--- config.mk ---
export PLATFORM = sky130hd
export DESIGN_NAME = key_step_pulse
export DESIGN_NICKNAME = d
export VERILOG_FILES = /design/src/rtl/key_step_pkg.sv /design/src/rtl/key_step_channel.sv /design/src/rtl/key_step_pulse.sv
export SDC_FILE = /design/constraint.sdc
export NUM_CORES = 1
export LEC_CHECK = 0
export CAP_MARGIN = 5
export CORE_MARGIN = 4
export CORE_UTILIZATION = 40
export CTS_BUF_LIST = sky130_fd_sc_hd__clkbuf_4 sky130_fd_sc_hd__clkbuf_8
export DETAILED_ROUTE_END_ITERATION = 8
export SKIP_LAST_GASP = 1
export SLEW_MARGIN = 0
export SYNTH_ARGS = -nofsm -noshare
export SYNTH_HDL_FRONTEND = slang
export SYNTH_SLANG_ARGS = --single-unit
--- constraint.sdc ---
create_clock -name clk -period 2.14 [get_ports clk]
set_clock_uncertainty 0.05 [all_clocks]
set_input_delay 0.321 -clock clk [delete_from_list [all_inputs] [get_ports clk]]
set_output_delay 0.321 -clock clk [all_outputs]
set_load 0.02 [all_outputs]
--- src/rtl/key_step_pkg.sv ---
// -----------------------------------------------------------------------------
// key_step_pkg
//   Shared types and timing defaults for the pushbutton step-pulse conditioner.
//   - key_state_e : per-channel debounce state (2-bit encoding)
//   - CLK_HZ, DEBOUNCE_MS : board clock and debounce window used to derive the
//     default DEBOUNCE_CYCLES of key_step_pulse (10 ms at 50 MHz)
// -----------------------------------------------------------------------------
package key_step_pkg;

  typedef enum logic [1:0] {
    IDLE         = 2'd0,
    PRESS_WAIT   = 2'd1,
    HELD         = 2'd2,
    RELEASE_WAIT = 2'd3
  } key_state_e;

  localparam int unsigned CLK_HZ      = 50_000_000;
  localparam int unsigned DEBOUNCE_MS = 10;

  localparam int unsigned DEBOUNCE_CYCLES_DEFAULT = (CLK_HZ / 1000) * DEBOUNCE_MS;

endpackage

--- src/rtl/key_step_channel.sv ---
// -----------------------------------------------------------------------------
// key_step_channel
//   One pushbutton channel: synchronizer, debounce FSM and step-pulse generator.
//   Optional auto-repeat is built only when KEY_STEP_AUTO_REPEAT_EN is defined.
//
// Ports
//   clk        in  system clock
//   reset      in  asynchronous, active-high reset
//   key_n      in  raw pushbutton, 0 = pressed, asynchronous to clk
//   step_pulse out one-cycle strobe per accepted press (and per repeat)
//   key_level  out debounced level, 1 = held (HELD or RELEASE_WAIT)
// -----------------------------------------------------------------------------
module key_step_channel
  import key_step_pkg::*;
#(
  parameter int unsigned SYNC_STAGES     = 2,
  parameter int unsigned DEBOUNCE_CYCLES = 4
`ifdef KEY_STEP_AUTO_REPEAT_EN
  ,
  parameter int unsigned REPEAT_DELAY    = 10,
  parameter int unsigned REPEAT_PERIOD   = 5
`endif
) (
  input  logic clk,
  input  logic reset,
  input  logic key_n,
  output logic step_pulse,
  output logic key_level
);

  localparam int unsigned      CNT_W    = $clog2(DEBOUNCE_CYCLES);
  localparam logic [CNT_W-1:0] CNT_LAST = CNT_W'(DEBOUNCE_CYCLES - 1);

  logic [SYNC_STAGES-1:0] r_sync;
  logic                   w_s;
  key_state_e             r_state;
  key_state_e             w_state_nxt;
  logic [CNT_W-1:0]       r_cnt;
  logic [CNT_W-1:0]       w_cnt_nxt;
  logic                   w_press_pulse;
  logic                   w_pulse_nxt;
  logic                   r_pulse;
  logic                   r_level;

  // ---- synchronizer: shifts the pressed (inverted) level, reset = released
  always_ff @(posedge clk or posedge reset) begin
    if (reset) begin
      r_sync <= '0;
    end else begin
      r_sync <= {r_sync[SYNC_STAGES-2:0], ~key_n};
    end
  end

  assign w_s = r_sync[SYNC_STAGES-1];

  // ---- debounce FSM: next state / counter / entry pulse
  always_comb begin
    w_state_nxt   = r_state;
    w_cnt_nxt     = r_cnt;
    w_press_pulse = 1'b0;
    unique case (r_state)
      IDLE: begin
        if (w_s) begin
          w_state_nxt = PRESS_WAIT;
          w_cnt_nxt   = '0;
        end
      end
      PRESS_WAIT: begin
        if (!w_s) begin
          w_state_nxt = IDLE;
        end else if (r_cnt == CNT_LAST) begin
          w_state_nxt   = HELD;
          w_press_pulse = 1'b1;
        end else begin
          w_cnt_nxt = r_cnt + CNT_W'(1);
        end
      end
      HELD: begin
        if (!w_s) begin
          w_state_nxt = RELEASE_WAIT;
          w_cnt_nxt   = '0;
        end
      end
      RELEASE_WAIT: begin
        // A return to pressed is a release bounce: back to HELD, no new pulse.
        if (w_s) begin
          w_state_nxt = HELD;
        end else if (r_cnt == CNT_LAST) begin
          w_state_nxt = IDLE;
        end else begin
          w_cnt_nxt = r_cnt + CNT_W'(1);
        end
      end
      default: begin
        w_state_nxt = IDLE;
        w_cnt_nxt   = '0;
      end
    endcase
  end

`ifdef KEY_STEP_AUTO_REPEAT_EN
  // REPEAT_PERIOD must not exceed REPEAT_DELAY so both terminal counts fit RPT_W.
  localparam int unsigned      RPT_W       = $clog2(REPEAT_DELAY);
  localparam logic [RPT_W-1:0] DELAY_LAST  = RPT_W'(REPEAT_DELAY - 1);
  localparam logic [RPT_W-1:0] PERIOD_LAST = RPT_W'(REPEAT_PERIOD - 1);

  logic [RPT_W-1:0] r_rpt;
  logic [RPT_W-1:0] w_rpt_nxt;
  logic             r_rpt_armed;
  logic             w_rpt_armed_nxt;
  logic             w_rpt_pulse;

  // ---- auto-repeat: counts only while HELD stays pressed; frozen in
  //      RELEASE_WAIT so a release bounce resumes the same schedule.
  //      r_rpt_armed selects the period once the first repeat has fired.
  always_comb begin
    w_rpt_nxt       = r_rpt;
    w_rpt_armed_nxt = r_rpt_armed;
    w_rpt_pulse     = 1'b0;
    if ((r_state == HELD) && w_s) begin
      if (r_rpt == (r_rpt_armed ? PERIOD_LAST : DELAY_LAST)) begin
        w_rpt_pulse     = 1'b1;
        w_rpt_nxt       = '0;
        w_rpt_armed_nxt = 1'b1;
      end else begin
        w_rpt_nxt = r_rpt + RPT_W'(1);
      end
    end else if ((r_state == IDLE) || (r_state == PRESS_WAIT)) begin
      w_rpt_nxt       = '0;
      w_rpt_armed_nxt = 1'b0;
    end
  end

  always_ff @(posedge clk or posedge reset) begin
    if (reset) begin
      r_rpt       <= '0;
      r_rpt_armed <= 1'b0;
    end else begin
      r_rpt       <= w_rpt_nxt;
      r_rpt_armed <= w_rpt_armed_nxt;
    end
  end

  assign w_pulse_nxt = w_press_pulse | w_rpt_pulse;
`else
  assign w_pulse_nxt = w_press_pulse;
`endif

  // ---- state and registered outputs; level follows the next state so it
  //      rises in the same cycle as the entry pulse.
  always_ff @(posedge clk or posedge reset) begin
    if (reset) begin
      r_state <= IDLE;
      r_cnt   <= '0;
      r_pulse <= 1'b0;
      r_level <= 1'b0;
    end else begin
      r_state <= w_state_nxt;
      r_cnt   <= w_cnt_nxt;
      r_pulse <= w_pulse_nxt;
      r_level <= (w_state_nxt == HELD) || (w_state_nxt == RELEASE_WAIT);
    end
  end

  assign step_pulse = r_pulse;
  assign key_level  = r_level;

endmodule

--- src/rtl/key_step_pulse.sv ---
// -----------------------------------------------------------------------------
// key_step_pulse
//   Conditions raw active-low DE1-SoC pushbuttons into clean single-cycle step
//   pulses and debounced press levels. step_pulse[0] feeds the changeStates
//   advance strobe, key_level[1] feeds its reset.
//   Define KEY_STEP_AUTO_REPEAT_EN to build hold-to-repeat pulses; otherwise
//   REPEAT_DELAY / REPEAT_PERIOD have no effect on the logic.
//
// Ports
//   clk        in  system clock (CLOCK_50)
//   reset      in  asynchronous, active-high reset
//   key_n      in  [NUM_KEYS] raw pushbuttons, 0 = pressed
//   step_pulse out [NUM_KEYS] one-cycle strobe per accepted press / repeat
//   key_level  out [NUM_KEYS] debounced state, 1 = held
// -----------------------------------------------------------------------------
module key_step_pulse
  import key_step_pkg::*;
#(
  parameter int unsigned NUM_KEYS        = 2,
  parameter int unsigned SYNC_STAGES     = 2,
  parameter int unsigned DEBOUNCE_CYCLES = DEBOUNCE_CYCLES_DEFAULT,
  parameter int unsigned REPEAT_DELAY    = 25_000_000,
  parameter int unsigned REPEAT_PERIOD   = 10_000_000
) (
  input  logic                clk,
  input  logic                reset,
  input  logic [NUM_KEYS-1:0] key_n,
  output logic [NUM_KEYS-1:0] step_pulse,
  output logic [NUM_KEYS-1:0] key_level
);

  // Elaboration-time guards on the configuration.
  if (SYNC_STAGES < 2) begin : g_bad_sync
    $error("key_step_pulse: SYNC_STAGES must be at least 2");
  end
  if (DEBOUNCE_CYCLES < 2) begin : g_bad_debounce
    $error("key_step_pulse: DEBOUNCE_CYCLES must be at least 2");
  end
  if ((REPEAT_DELAY < 2) || (REPEAT_PERIOD < 1) || (REPEAT_PERIOD > REPEAT_DELAY)) begin : g_bad_repeat
    $error("key_step_pulse: need REPEAT_DELAY >= 2 and 1 <= REPEAT_PERIOD <= REPEAT_DELAY");
  end

  for (genvar g = 0; g < NUM_KEYS; g++) begin : g_ch
    key_step_channel #(
      .SYNC_STAGES     (SYNC_STAGES),
      .DEBOUNCE_CYCLES (DEBOUNCE_CYCLES)
`ifdef KEY_STEP_AUTO_REPEAT_EN
      ,
      .REPEAT_DELAY    (REPEAT_DELAY),
      .REPEAT_PERIOD   (REPEAT_PERIOD)
`endif
    ) u_ch (
      .clk        (clk),
      .reset      (reset),
      .key_n      (key_n[g]),
      .step_pulse (step_pulse[g]),
      .key_level  (key_level[g])
    );
  end

endmodule

==> qor.yml, run 1 <==
detailed_routing:
  drt_iter0_markers: 143
  finalWirelength_um: 5743
  drtAntennaViolNets: 0
  drtPass1Iterations: 4
  drc: 0
  routedWlPerCell_um: 14.80
  via_count: 2213
  vias_per_cell: 5.704
logic_synthesis:
  synthAdderAreaFrac_pct: 0.9398
  synth_cells: 279
  ys_seq_area_share_pct: 46.99
  synthTopCellsByArea: "dfrtp_1 (47%), nand2_1 (4.7%), or4_1 (3.1%)"
  synth_top_area_cell: "dfrtp_1"
  synthArstFlopShare_pct: 100.0
  synth_fp_nets: 285
  ys_top_cells_by_count: "dfrtp_1 (50), nand2_1 (33), nand3_1 (16)"
  yosysMostFrequentCell: "dfrtp_1"
  avgSynthCellArea_um2: 9.543
  ys.flop_type: "dfrtp_1"
  synth_simple_gate_area_share_pct: 26.27
  synth_cell_type_count: 43
  synth_edf_count: 0
  synth_compound_gate_area_share_pct: 14.19
  ys_warn_count: 0
  synth_top_family_by_area: "simple AND/OR/NAND/NOR gates"
  ys_ff_latch: 50
  synthMuxAreaShare_pct: 4.793
  synth_top_cell_area_share_pct: 46.99
  synth_xor_area_share_pct: 2.632
  netlist_area_mm2: 0.002663
setup_path:
  path_max_fanout: 7
  cp.arrival_ns: 2.22
  criticalPathCategory: "register to register"
  critPathRequiredTime_ns: 2.33
  endpoint_kind: "register"
  critPathLaunchType: "register"
power:
  ir_drop_v: 0.0002341
  powerDensity_mw_per_mm2: 577.1
  power_mw: 1.797
  p_leak_nw: 1.337
grt:
  grt_start_max_net_pins: 34
  grt_antenna_before_repair: 0
  grt_pass1_wl_um: 9873
  grt_util_all_layers_pct: 15.93
  overflow: 0
  grt_pass1_vias: 2029
cts:
  cts_made_buffers: 5
  clk_pin_slew_ns: 0.10
  root_buffer: "clkbuf_8"
  cts_tree: "done"
  cts_sinks: 50
  hold_buffers: 0
  clock_path_buffers: 2
  h-tree-depth: 2
  clock_latency_ns: 0.31
final_layout:
  multiInputGateArea_mm2: 0.001318
  seqCellArea_mm2: 0.001252
  diodes: 0
  drive_gt1_share_pct: 17.36
  nets: 316
  syn_to_final_growth_pct: 16.92
  fillers: 619
outcome:
  status: "finished clean"
timing:
  worstMarginPinSlew_ns: 0.6434
  finalSetupViolations: 0
  relSlewSlack_pct: 56.95
  min_period_ns: 2.030
  final_hold_viol_count: 0
  slew_violations: 0
  tns_ns: 0
  maxClockFrequency_mhz: 492.7
  worst_slack_ns: 0.1102
  fin_crit_sh_pct: 94.85
floorplan:
  die-area_mm2: 0.008025
  pin_count: 8
  rows: 29
  die_h_um: 89.59
  start_util_pct: 41.46
  core_area_mm2: 0.006422
  die_w_um: 89.59
job:
  drv_cap: 0
min_path:
  hold_path_class: "input port to asynchronous set/reset pin"
placed_design:
  dp_hpwl_um: 4174
  dp_slack_ns: 0.06828
  portBuffers: 7
  finalWeightedCongestion: 0.7949
## critical path, cell delays in order (launching register included)
cell	delay, ns
dfrtp_1	0.38
or4b_1	0.52
or4_4	0.51
o21ai_4	0.15
buf_4	0.18
mux2i_1	0.18
## state kept, by name, summed over array words and instances, names as in the netlist
signal	cells
g_ch.u_ch.r_state	4
g_ch.u_ch.key_level	2
g_ch.u_ch.step_pulse	2
g_ch.u_ch.r_sync	4
g_ch.u_ch.r_cnt	38
## final cells by class
cell class	instances	share of cell area (%)
Multi-Input combinational cell	204	42.32
Clock buffer	5	2.211
Sequential cell	50	40.23
Inverter	11	1.326
Clock inverter	3	0.6833
Timing Repair Buffer	38	10.13
Tap cell	77	3.095
## power breakdown
group	leakage [nW]	total, mW	switching, mW	internal, mW
logic	0.616	0.208	0.106	0.101
registers	0.677	1.03	0.0468	0.986
clock network	0.0441	0.557	0.326	0.230
total	1.34	1.80	0.479	1.32
## cell usage in the layout, fill, tap and decap left out, types with 5 or more instances in the layout
master | synthesis | final
o21ai_0 | 12 | 12
clkdlybuf4s50_1 | 0 | 7
nand4_1 | 7 | 7
nor3_1 | 10 | 10
nand3_1 | 16 | 16
or4_1 | 11 | 9
and3_1 | 6 | 6
nor2_1 | 10 | 10
mux2_2 | 6 | 5
clkbuf_8 | 0 | 5
inv_1 | 11 | 10
a21oi_1 | 15 | 15
a21o_1 | 5 | 5
o31ai_1 | 5 | 5
a22o_1 | 5 | 5
dfrtp_1 | 50 | 49
mux2i_1 | 6 | 6
or3_1 | 7 | 7
nand2_1 | 33 | 33
buf_4 | 4 | 30
## worst paths after layout
check | from | depth (start not counted) | slack, ns | end
max in group asynchronous | reset | 3 | 1.26 | g_ch[0].u_ch.r_cnt[5]$_DFFE_PP0P_
max reg2reg | g_ch[0].u_ch.r_cnt[6]$_DFFE_PP0P_ | 5 | 0.11 | g_ch[0].u_ch.r_cnt[1]$_DFFE_PP0P_
min reg2reg | g_ch[1].u_ch.r_sync[0]$_DFF_PP0_ | 0 | 0.31 | g_ch[1].u_ch.r_sync[1]$_DFF_PP0_
max | g_ch[0].u_ch.r_cnt[6]$_DFFE_PP0P_ | 5 | 0.11 | g_ch[0].u_ch.r_cnt[1]$_DFFE_PP0P_
min in group clk | g_ch[1].u_ch.r_sync[0]$_DFF_PP0_ | 0 | 0.31 | g_ch[1].u_ch.r_sync[1]$_DFF_PP0_
min | reset | 2 | 0.26 | g_ch[1].u_ch.step_pulse$_DFF_PP0_
## logic make-up (layout without fill, tap and decap cells)
group                    Yosys count  count (layout)
multiplexers                      12              12
AND/OR/NAND/NOR                  125             125
adder cells (fa/ha/maj)            2               2
AO/OA/AOI/OAI                     57              57
flip-flops                        50              50
buffers and inverters             25              57
XOR/XNOR                           8               8
## stage by stage
step / instance area (µm²) / utilization [%] / cells / hold slack (ns)
after CTS: 3097 / 48.22 / 387 / 0.2675
after detailed placement: 3007 / 46.81 / 379 / 0.2865
final: 3113 / 48.47 / 388 / 0.2638
after floorplan: 2683 / - / 279 / 0.2812
after global placement: 3007 / 46.81 / 379 / 0.2853
after global routing: 3113 / 48.47 / 388 / 0.2997
## routing by layer
metal	global-route usage, %	up-vias	part of all wire, %
li1	-	1101	-
met1	24.27	1067	53
met2	22.47	40	42
met3	3.650	5	4.0
met4	4.465	0	0.89
met5	0	-	0
## repair_timing
action / 4_1_cts / 5_1_grt
setup buffers: 0 / 1
gates resized for setup: 0 / 3
endpoints found under the setup margin: 0 / 5
No activity file was read; power rests on OpenSTA's default activity.
==> inputs of run 2 (changes only) <==
--- a/config.mk
+++ b/config.mk
@@ -5,11 +5,13 @@
 export SDC_FILE = /design/constraint.sdc
 export NUM_CORES = 1
 export LEC_CHECK = 0
-export CAP_MARGIN = 5
+export CAP_MARGIN = 25
 export CORE_MARGIN = 4
 export CORE_UTILIZATION = 40
 export CTS_BUF_LIST = sky130_fd_sc_hd__clkbuf_4 sky130_fd_sc_hd__clkbuf_8
+export CTS_CLUSTER_SIZE = 30
 export DETAILED_ROUTE_END_ITERATION = 8
+export HOLD_SLACK_MARGIN = 0.12
 export SKIP_LAST_GASP = 1
 export SLEW_MARGIN = 0
 export SYNTH_ARGS = -nofsm -noshare
==> results of run 2 <==
Same layout as run 1: the final DEF is identical, and so are final timing and power.
==> inputs of run 3 (changes only) <==
--- a/config.mk
+++ b/config.mk
@@ -17,3 +17,4 @@
 export SYNTH_ARGS = -nofsm -noshare
 export SYNTH_HDL_FRONTEND = slang
 export SYNTH_SLANG_ARGS = --single-unit
+export TNS_END_PERCENT = 100
==> results of run 3 <==
Same layout as run 1: the final DEF is identical, and so are final timing and power.
